==> config.mk <==
export PLATFORM = sky130hd
export DESIGN_NAME = mem_port_arbiter
export DESIGN_NICKNAME = d
export VERILOG_FILES = /design/src/rtl/mem_port_arbiter_pkg.sv /design/src/rtl/mem_port_arbiter_rr_arb2.sv /design/src/rtl/mem_port_arbiter.sv
export SDC_FILE = /design/constraint.sdc
export NUM_CORES = 1
export LEC_CHECK = 0
export CAP_MARGIN = 20
export CORE_MARGIN = 4
export CORE_UTILIZATION = 37
export CTS_CLUSTER_DIAMETER = 40
export DETAILED_ROUTE_END_ITERATION = 8
export PLACE_DENSITY = 0.74
export SKIP_LAST_GASP = 1
export SYNTH_ARGS = -nofsm -noshare
export SYNTH_HDL_FRONTEND = slang
export SYNTH_SLANG_ARGS = --single-unit
export TNS_END_PERCENT = 50
==> constraint.sdc <==
create_clock -name clk -period 2.4 [get_ports clk]
set_input_delay 0.72 -clock clk [delete_from_list [all_inputs] [get_ports clk]]
set_output_delay 0.72 -clock clk [all_outputs]
set_load 0.01 [all_outputs]
==> src/rtl/mem_port_arbiter_pkg.sv <==
`default_nettype none
// ============================================================================
// Module      : mem_arb_pkg
// Description : Shared types and default widths for the two-requester RAM
//               port arbiter: owner encoding and the read-owner pipeline
//               entry carried alongside each outstanding read.
// Revision    : 1.0 - initial release
// ============================================================================
package mem_arb_pkg;

    localparam int c_DEFAULT_AW = 6;
    localparam int c_DEFAULT_DW = 8;

    // Which requester a read belongs to.
    typedef enum logic {
        OWN_A = 1'b0,
        OWN_B = 1'b1
    } owner_e;

    // One slot of the read-owner pipeline.
    typedef struct packed {
        logic   valid;
        owner_e owner;
    } pipe_entry_t;

endpackage : mem_arb_pkg
`default_nettype wire

==> src/rtl/mem_port_arbiter_rr_arb2.sv <==
`default_nettype none
// ============================================================================
// Module      : rr_arb2
// Description : Two-input round-robin arbiter. A lone requester is always
//               granted; on contention the side named by the pointer wins.
//               After every grant the pointer moves to the side that was not
//               granted, so contending requesters alternate.
// Ports       : clk  - clock
//               rst  - asynchronous active-high reset (pointer favours req[0])
//               req  - request vector, bit 0 = A, bit 1 = B
//               gnt  - one-hot (or zero) grant vector, combinational
// Revision    : 1.0 - initial release
// ============================================================================
module rr_arb2 (
    input  logic       clk,
    input  logic       rst,
    input  logic [1:0] req,
    output logic [1:0] gnt
);

    // 0 -> A has priority on contention, 1 -> B has priority.
    logic r_ptr;

    always_comb begin
        gnt = 2'b00;
        if (req == 2'b11) begin
            gnt = r_ptr ? 2'b10 : 2'b01;
        end else begin
            gnt = req;
        end
    end

    // Granting A hands priority to B and vice versa; idle cycles hold.
    always_ff @(posedge clk or posedge rst) begin
        if (rst) begin
            r_ptr <= 1'b0;
        end else if (|gnt) begin
            r_ptr <= gnt[0];
        end
    end

endmodule : rr_arb2
`default_nettype wire

==> src/rtl/mem_port_arbiter.sv <==
`default_nettype none
// ============================================================================
// Module      : mem_port_arbiter
// Description : Shares one synchronous RAM port between requesters A and B.
//               Round-robin arbitration, registered command issue, owner
//               tracking through the RAM read latency and routing of the
//               read data back to the issuing requester. Also keeps a
//               saturating count of contention cycles.
// Ports       : clk, rst                       - clock, async active-high reset
//               a_valid/a_ready/a_we/a_addr/a_wdata - requester A command
//               b_valid/b_ready/b_we/b_addr/b_wdata - requester B command
//               mem_addr/mem_wdata/mem_we/mem_re    - RAM command (registered)
//               mem_q                          - RAM registered read data
//               a_rsp_valid/b_rsp_valid        - one-cycle read response pulses
//               rsp_data                       - shared read response data
//               conflict_cnt                   - saturating contention counter
// Revision    : 1.0 - initial release
// ============================================================================
module mem_port_arbiter
    import mem_arb_pkg::*;
#(
    parameter int AW  = c_DEFAULT_AW,
    parameter int DW  = c_DEFAULT_DW,
    parameter int LAT = 1,
    parameter int CW  = 8
) (
    input  logic          clk,
    input  logic          rst,

    input  logic          a_valid,
    output logic          a_ready,
    input  logic          a_we,
    input  logic [AW-1:0] a_addr,
    input  logic [DW-1:0] a_wdata,

    input  logic          b_valid,
    output logic          b_ready,
    input  logic          b_we,
    input  logic [AW-1:0] b_addr,
    input  logic [DW-1:0] b_wdata,

    output logic [AW-1:0] mem_addr,
    output logic [DW-1:0] mem_wdata,
    output logic          mem_we,
    output logic          mem_re,
    input  logic [DW-1:0] mem_q,

    output logic          a_rsp_valid,
    output logic          b_rsp_valid,
    output logic [DW-1:0] rsp_data,
    output logic [CW-1:0] conflict_cnt
);

    generate
        if (LAT < 1 || LAT > 3) begin : g_bad_lat
            $error("mem_port_arbiter: LAT must be in 1..3");
        end
    endgenerate

    // ------------------------------------------------------------------
    // Arbitration. Requests are masked while reset is held so that no
    // ready is ever shown during reset.
    // ------------------------------------------------------------------
    logic [1:0]    w_req;
    logic [1:0]    w_gnt;
    logic          w_accept;
    logic          w_sel_b;
    logic          w_cmd_we;
    logic [AW-1:0] w_cmd_addr;
    logic [DW-1:0] w_cmd_wdata;
    owner_e        w_owner;

    assign w_req = rst ? 2'b00 : {b_valid, a_valid};

    rr_arb2 u_arb (
        .clk (clk),
        .rst (rst),
        .req (w_req),
        .gnt (w_gnt)
    );

    assign a_ready     = w_gnt[0];
    assign b_ready     = w_gnt[1];
    assign w_accept    = |w_gnt;
    assign w_sel_b     = w_gnt[1];
    assign w_cmd_we    = w_sel_b ? b_we    : a_we;
    assign w_cmd_addr  = w_sel_b ? b_addr  : a_addr;
    assign w_cmd_wdata = w_sel_b ? b_wdata : a_wdata;
    assign w_owner     = w_sel_b ? OWN_B   : OWN_A;

    // ------------------------------------------------------------------
    // Registered command issue. Enables pulse for one cycle per accept;
    // address and data hold between accepts.
    // ------------------------------------------------------------------
    always_ff @(posedge clk or posedge rst) begin
        if (rst) begin
            mem_addr  <= '0;
            mem_wdata <= '0;
            mem_we    <= 1'b0;
            mem_re    <= 1'b0;
        end else begin
            mem_we <= w_accept &  w_cmd_we;
            mem_re <= w_accept & ~w_cmd_we;
            if (w_accept) begin
                mem_addr  <= w_cmd_addr;
                mem_wdata <= w_cmd_wdata;
            end
        end
    end

    // ------------------------------------------------------------------
    // Owner pipeline. Slot 0 is loaded on the accept edge (in step with
    // mem_re); slot LAT is seen on the edge at which mem_q is valid, so
    // the response is registered from it.
    // ------------------------------------------------------------------
    pipe_entry_t r_pipe [0:LAT];

    always_ff @(posedge clk or posedge rst) begin
        if (rst) begin
            for (int i = 0; i <= LAT; i++) begin
                r_pipe[i] <= '0;
            end
        end else begin
            r_pipe[0] <= '{valid: w_accept & ~w_cmd_we, owner: w_owner};
            for (int i = 1; i <= LAT; i++) begin
                r_pipe[i] <= r_pipe[i-1];
            end
        end
    end

    // ------------------------------------------------------------------
    // Response routing. rsp_data only updates when a response is issued.
    // ------------------------------------------------------------------
    always_ff @(posedge clk or posedge rst) begin
        if (rst) begin
            a_rsp_valid <= 1'b0;
            b_rsp_valid <= 1'b0;
            rsp_data    <= '0;
        end else begin
            a_rsp_valid <= r_pipe[LAT].valid & (r_pipe[LAT].owner == OWN_A);
            b_rsp_valid <= r_pipe[LAT].valid & (r_pipe[LAT].owner == OWN_B);
            if (r_pipe[LAT].valid) begin
                rsp_data <= mem_q;
            end
        end
    end

    // ------------------------------------------------------------------
    // Contention statistics: raw valids, saturating at all-ones.
    // ------------------------------------------------------------------
    always_ff @(posedge clk or posedge rst) begin
        if (rst) begin
            conflict_cnt <= '0;
        end else if (a_valid && b_valid && (conflict_cnt != {CW{1'b1}})) begin
            conflict_cnt <= conflict_cnt + 1'b1;
        end
    end

endmodule : mem_port_arbiter
`default_nettype wire

==> results of run 1 <==
## layer usage
layer	vias up	GRT usage [%]	part of all wire, %
met1	746	20.7	43
met4	0	6.52	1.2
li1	780	-	-
met5	-	0	0
met2	52	27.0	49
met3	5	4.22	6.6
## final cells by class
cell class / count / area (um2)
clock buffers: 7 / 86.3
clock inverters: 1 / 5.00
fillers: 381 / 1670
inverters: 3 / 11.3
multi-input cells: 106 / 751
flip-flops and latches: 38 / 951
well taps: 52 / 65.1
repair buffers: 96 / 931
## timing repair
| item | CTS | global route |
|---|---|---|
| setup endpoints to repair | 2 | 0 |
| gates resized for setup | 14 | 0 |
| hold buffers | 0 | 0 |
## worst max-delay path, stage by stage
cell,delay (ns)
dlygate4sd2_1,0.27
and2b_1,0.19
nor2_2,0.14
clkdlybuf4s15_2,0.24
## kinds of logic after synthesis
family,count (synthesis)
simple gates,36
compound gates,54
mux,13
fa+ha+maj,1
flops,38
xor+xnor,2
buf+inv,15
## power by group through the flow
stage | clock [mW] | combinational, mW | sequential, mW
floorplan | 0 | 0.252 | 0.933
global placement | 0 | 0.689 | 0.897
detailed placement | 0 | 0.703 | 0.901
CTS | 0.453 | 0.706 | 0.889
global route | 0.484 | 0.753 | 0.911
finish | 0.435 | 0.696 | 0.889
## state kept, by name (all words and copies together) (netlist names)
| signal | count |
|---|---|
| mem_wdata | 8 |
| conflict_cnt | 8 |
| r_pipe | 4 |
| u_arb.r_ptr | 1 |
| rsp_data | 8 |
| a_rsp_valid | 1 |
| mem_we | 1 |
| b_rsp_valid | 1 |
| mem_addr | 6 |
## cell usage after synthesis, types with 3 or more instances
library cell,n
o2111ai_1,15
clkbuf_1,6
nor2_1,18
o21ai_0,15
nand2_1,5
dfrtp_1,38
a31oi_1,14
a21oi_1,3
mux2_2,11
buf_2,5
## through the flow
step	cell area [um2]	utilization [%]	hold slack, ns	TNS (ns)
finish	2800	62.6	0.357	0
global route	2800	62.6	0.373	0
CTS	2800	62.6	0.361	0
detailed placement	2700	60.4	0.344	-0.962
global placement	2700	60.4	0.335	-0.952
floorplan	1750	-	0.331	0
## worst min path at each step
stage	start	end	cells past startpoint
CTS	r_pipe[2]$_DFF_PP0_	r_pipe[0]$_DFF_PP0_	0
global placement	r_pipe[2]$_DFF_PP0_	r_pipe[0]$_DFF_PP0_	0
floorplan	r_pipe[2]$_DFF_PP0_	r_pipe[0]$_DFF_PP0_	0
global route	r_pipe[2]$_DFF_PP0_	r_pipe[0]$_DFF_PP0_	0
finish	r_pipe[2]$_DFF_PP0_	r_pipe[0]$_DFF_PP0_	0
detailed placement	r_pipe[2]$_DFF_PP0_	r_pipe[0]$_DFF_PP0_	0
## cell usage in the layout, fill, tap and decap left out, drive strengths merged, types with 5 or more instances in the layout
master          n
mux2           11
buf            20
clkdlybuf4s50  72
nor2           18
dfrtp          38
o21ai          16
clkbuf          7
o2111ai        15
nand2           5
a31oi          14
==> impl_metrics.env, run 1 <==
export IMPL_synth_top_family_by_area="compound AO/OA/AOI/OAI gates"
export IMPL_synth_compound_area_share_pct=21.9
export IMPL_synth_adder_area_share_pct=0.715
export IMPL_io_pins=78
export IMPL_drtAntennaViolNets=0
export IMPL_tritoncts="yes"
export IMPL_ys_warn_count=0
export IMPL_syn_avg_cell_area_um2=11.0
export IMPL_drt_initial_drc_count=83
export IMPL_final_cells=303
export IMPL_grt_pass1_vias=1589
export IMPL_dr_pass1_iters=4
export IMPL_grt_ovfl_total=0
export IMPL_synth_distinct_cells=33
export IMPL_r2r_start="conflict_cnt[0]$_DFFE_PP0P_"
export IMPL_r2r_end="conflict_cnt[6]$_DFFE_PP0P_"
export IMPL_finalCriticalPeriod_ns=2.29
export IMPL_drc=0
export IMPL_cp_max_fo=4
export IMPL_die_y_um=76.8
export IMPL_root_buffer="clkbuf_8"
export IMPL_synth_xor_area_share_pct=1.00
export IMPL_required_ns=1.68
export IMPL_synth_area_mux_share_pct=8.22
export IMPL_status="complete, no violations"
export IMPL_yosys_area_top_type="dfrtp_1"
export IMPL_synthToLayoutAreaGrowth_pct=60.0
export IMPL_synth_cells=159
export IMPL_maxCapViolations=0
export IMPL_clockBufferDepth=2
export IMPL_worstSetupEndpointType="output port"
export IMPL_path_clk_slew_ns=0.07
export IMPL_reg2reg_depth=4
export IMPL_power_switching_uw=619
export IMPL_clock_sinks=38
export IMPL_gp_congestion=0.859
export IMPL_synth_edf_count=0
export IMPL_core_um2=4470
export IMPL_dp_slack_ns=-0.496
export IMPL_wl_per_cell_um=15.3
export IMPL_vias=1583
export IMPL_numCtsBuffers=5
export IMPL_p_comb_share_pct=34.5
export IMPL_synth_seq_cells=38
export IMPL_p_int_mw=1.40
export IMPL_finalHoldViolations=0
export IMPL_p_total_mw=2.02
export IMPL_worstSetupEndpoint="b_ready"
export IMPL_grt_max_degree=21
export IMPL_nets=293
export IMPL_synth_cell_area_um2=1750
export IMPL_crit_path_start="a_valid"
export IMPL_clkLatencyLatePin_ns=0.28
export IMPL_async_reset_ff_share_pct=100
export IMPL_startpoint_type="primary input"
export IMPL_drive_above_1_share_pct=18.7
export IMPL_crit_type="primary input to output port"
export IMPL_dp_final_hpwl_um=3610
export IMPL_max_freq_mhz=437
export IMPL_seq_area_frac_synth_pct=54.3
export IMPL_fp_row_count=24
export IMPL_peakVddDrop_v=0.000362
export IMPL_timing_slew_headroom_pct=76.1
export IMPL_p_per_area_nw_per_um2=722
export IMPL_crit_arrival_ns=1.57
export IMPL_port_buffers=77
export IMPL_worst_clock_skew_ns=0.00337
export IMPL_power_leakage_nw=1.14
export IMPL_rsz0062_at_grt="false"
export IMPL_grt_pass1_wl_um=7800
export IMPL_reg2reg_setup_slack_ns=0.83
export IMPL_num_antenna_cells=0
export IMPL_timing_final_ws_setup_ns=0.113
export IMPL_start_util_pct=39.1
export IMPL_die_w_um=76.8
export IMPL_htreeDepth=2
export IMPL_slew_violations=0
export IMPL_p_clk_share_pct=21.5
export IMPL_grt_total_usage_pct=16.5
export IMPL_numPlacedInstances=295
export IMPL_worst_pin_slew_ns=0.359
export IMPL_synth_ff_type="dfrtp_1"
export IMPL_worstHoldPathType="flop to flop"
export IMPL_synth_top_area_share_pct=54.3
export IMPL_antenna_found_initial=0
export IMPL_synthTopCellsByArea="dfrtp_1 (54%), o2111ai_1 (7.5%), mux2_2 (7.1%), a31oi_1 (5.0%), o21ai_0 (4.3%)"
export IMPL_syn_nets=202
export IMPL_wirelength_um=4640
export IMPL_routed_via_density=5.22
export IMPL_period_share_pct=95.3
export IMPL_synthSimpleGateAreaFrac_pct=10.2
export IMPL_cts_setup_buffers=0
export IMPL_setup_viol=0
export IMPL_seq_power_share_pct=44.0
export IMPL_dieArea_um2=5900
export IMPL_sw_frac_of_total_pct=30.6
(Power assumes the default switching activity.)
==> run 2: changes to the inputs <==
--- a/config.mk
+++ b/config.mk
@@ -12,6 +12,7 @@
 export DETAILED_ROUTE_END_ITERATION = 8
 export PLACE_DENSITY = 0.74
 export SKIP_LAST_GASP = 1
+export SLEW_MARGIN = 20
 export SYNTH_ARGS = -nofsm -noshare
 export SYNTH_HDL_FRONTEND = slang
 export SYNTH_SLANG_ARGS = --single-unit
==> results of run 2 <==
No change in the layout: final DEF, timing and power equal those of run 1.
==> run 3: changes to the inputs <==
--- a/config.mk
+++ b/config.mk
@@ -16,4 +16,4 @@
 export SYNTH_ARGS = -nofsm -noshare
 export SYNTH_HDL_FRONTEND = slang
 export SYNTH_SLANG_ARGS = --single-unit
-export TNS_END_PERCENT = 50
+export TNS_END_PERCENT = 10
==> results of run 3 <==
No change in the layout: final DEF, timing and power equal those of run 1.
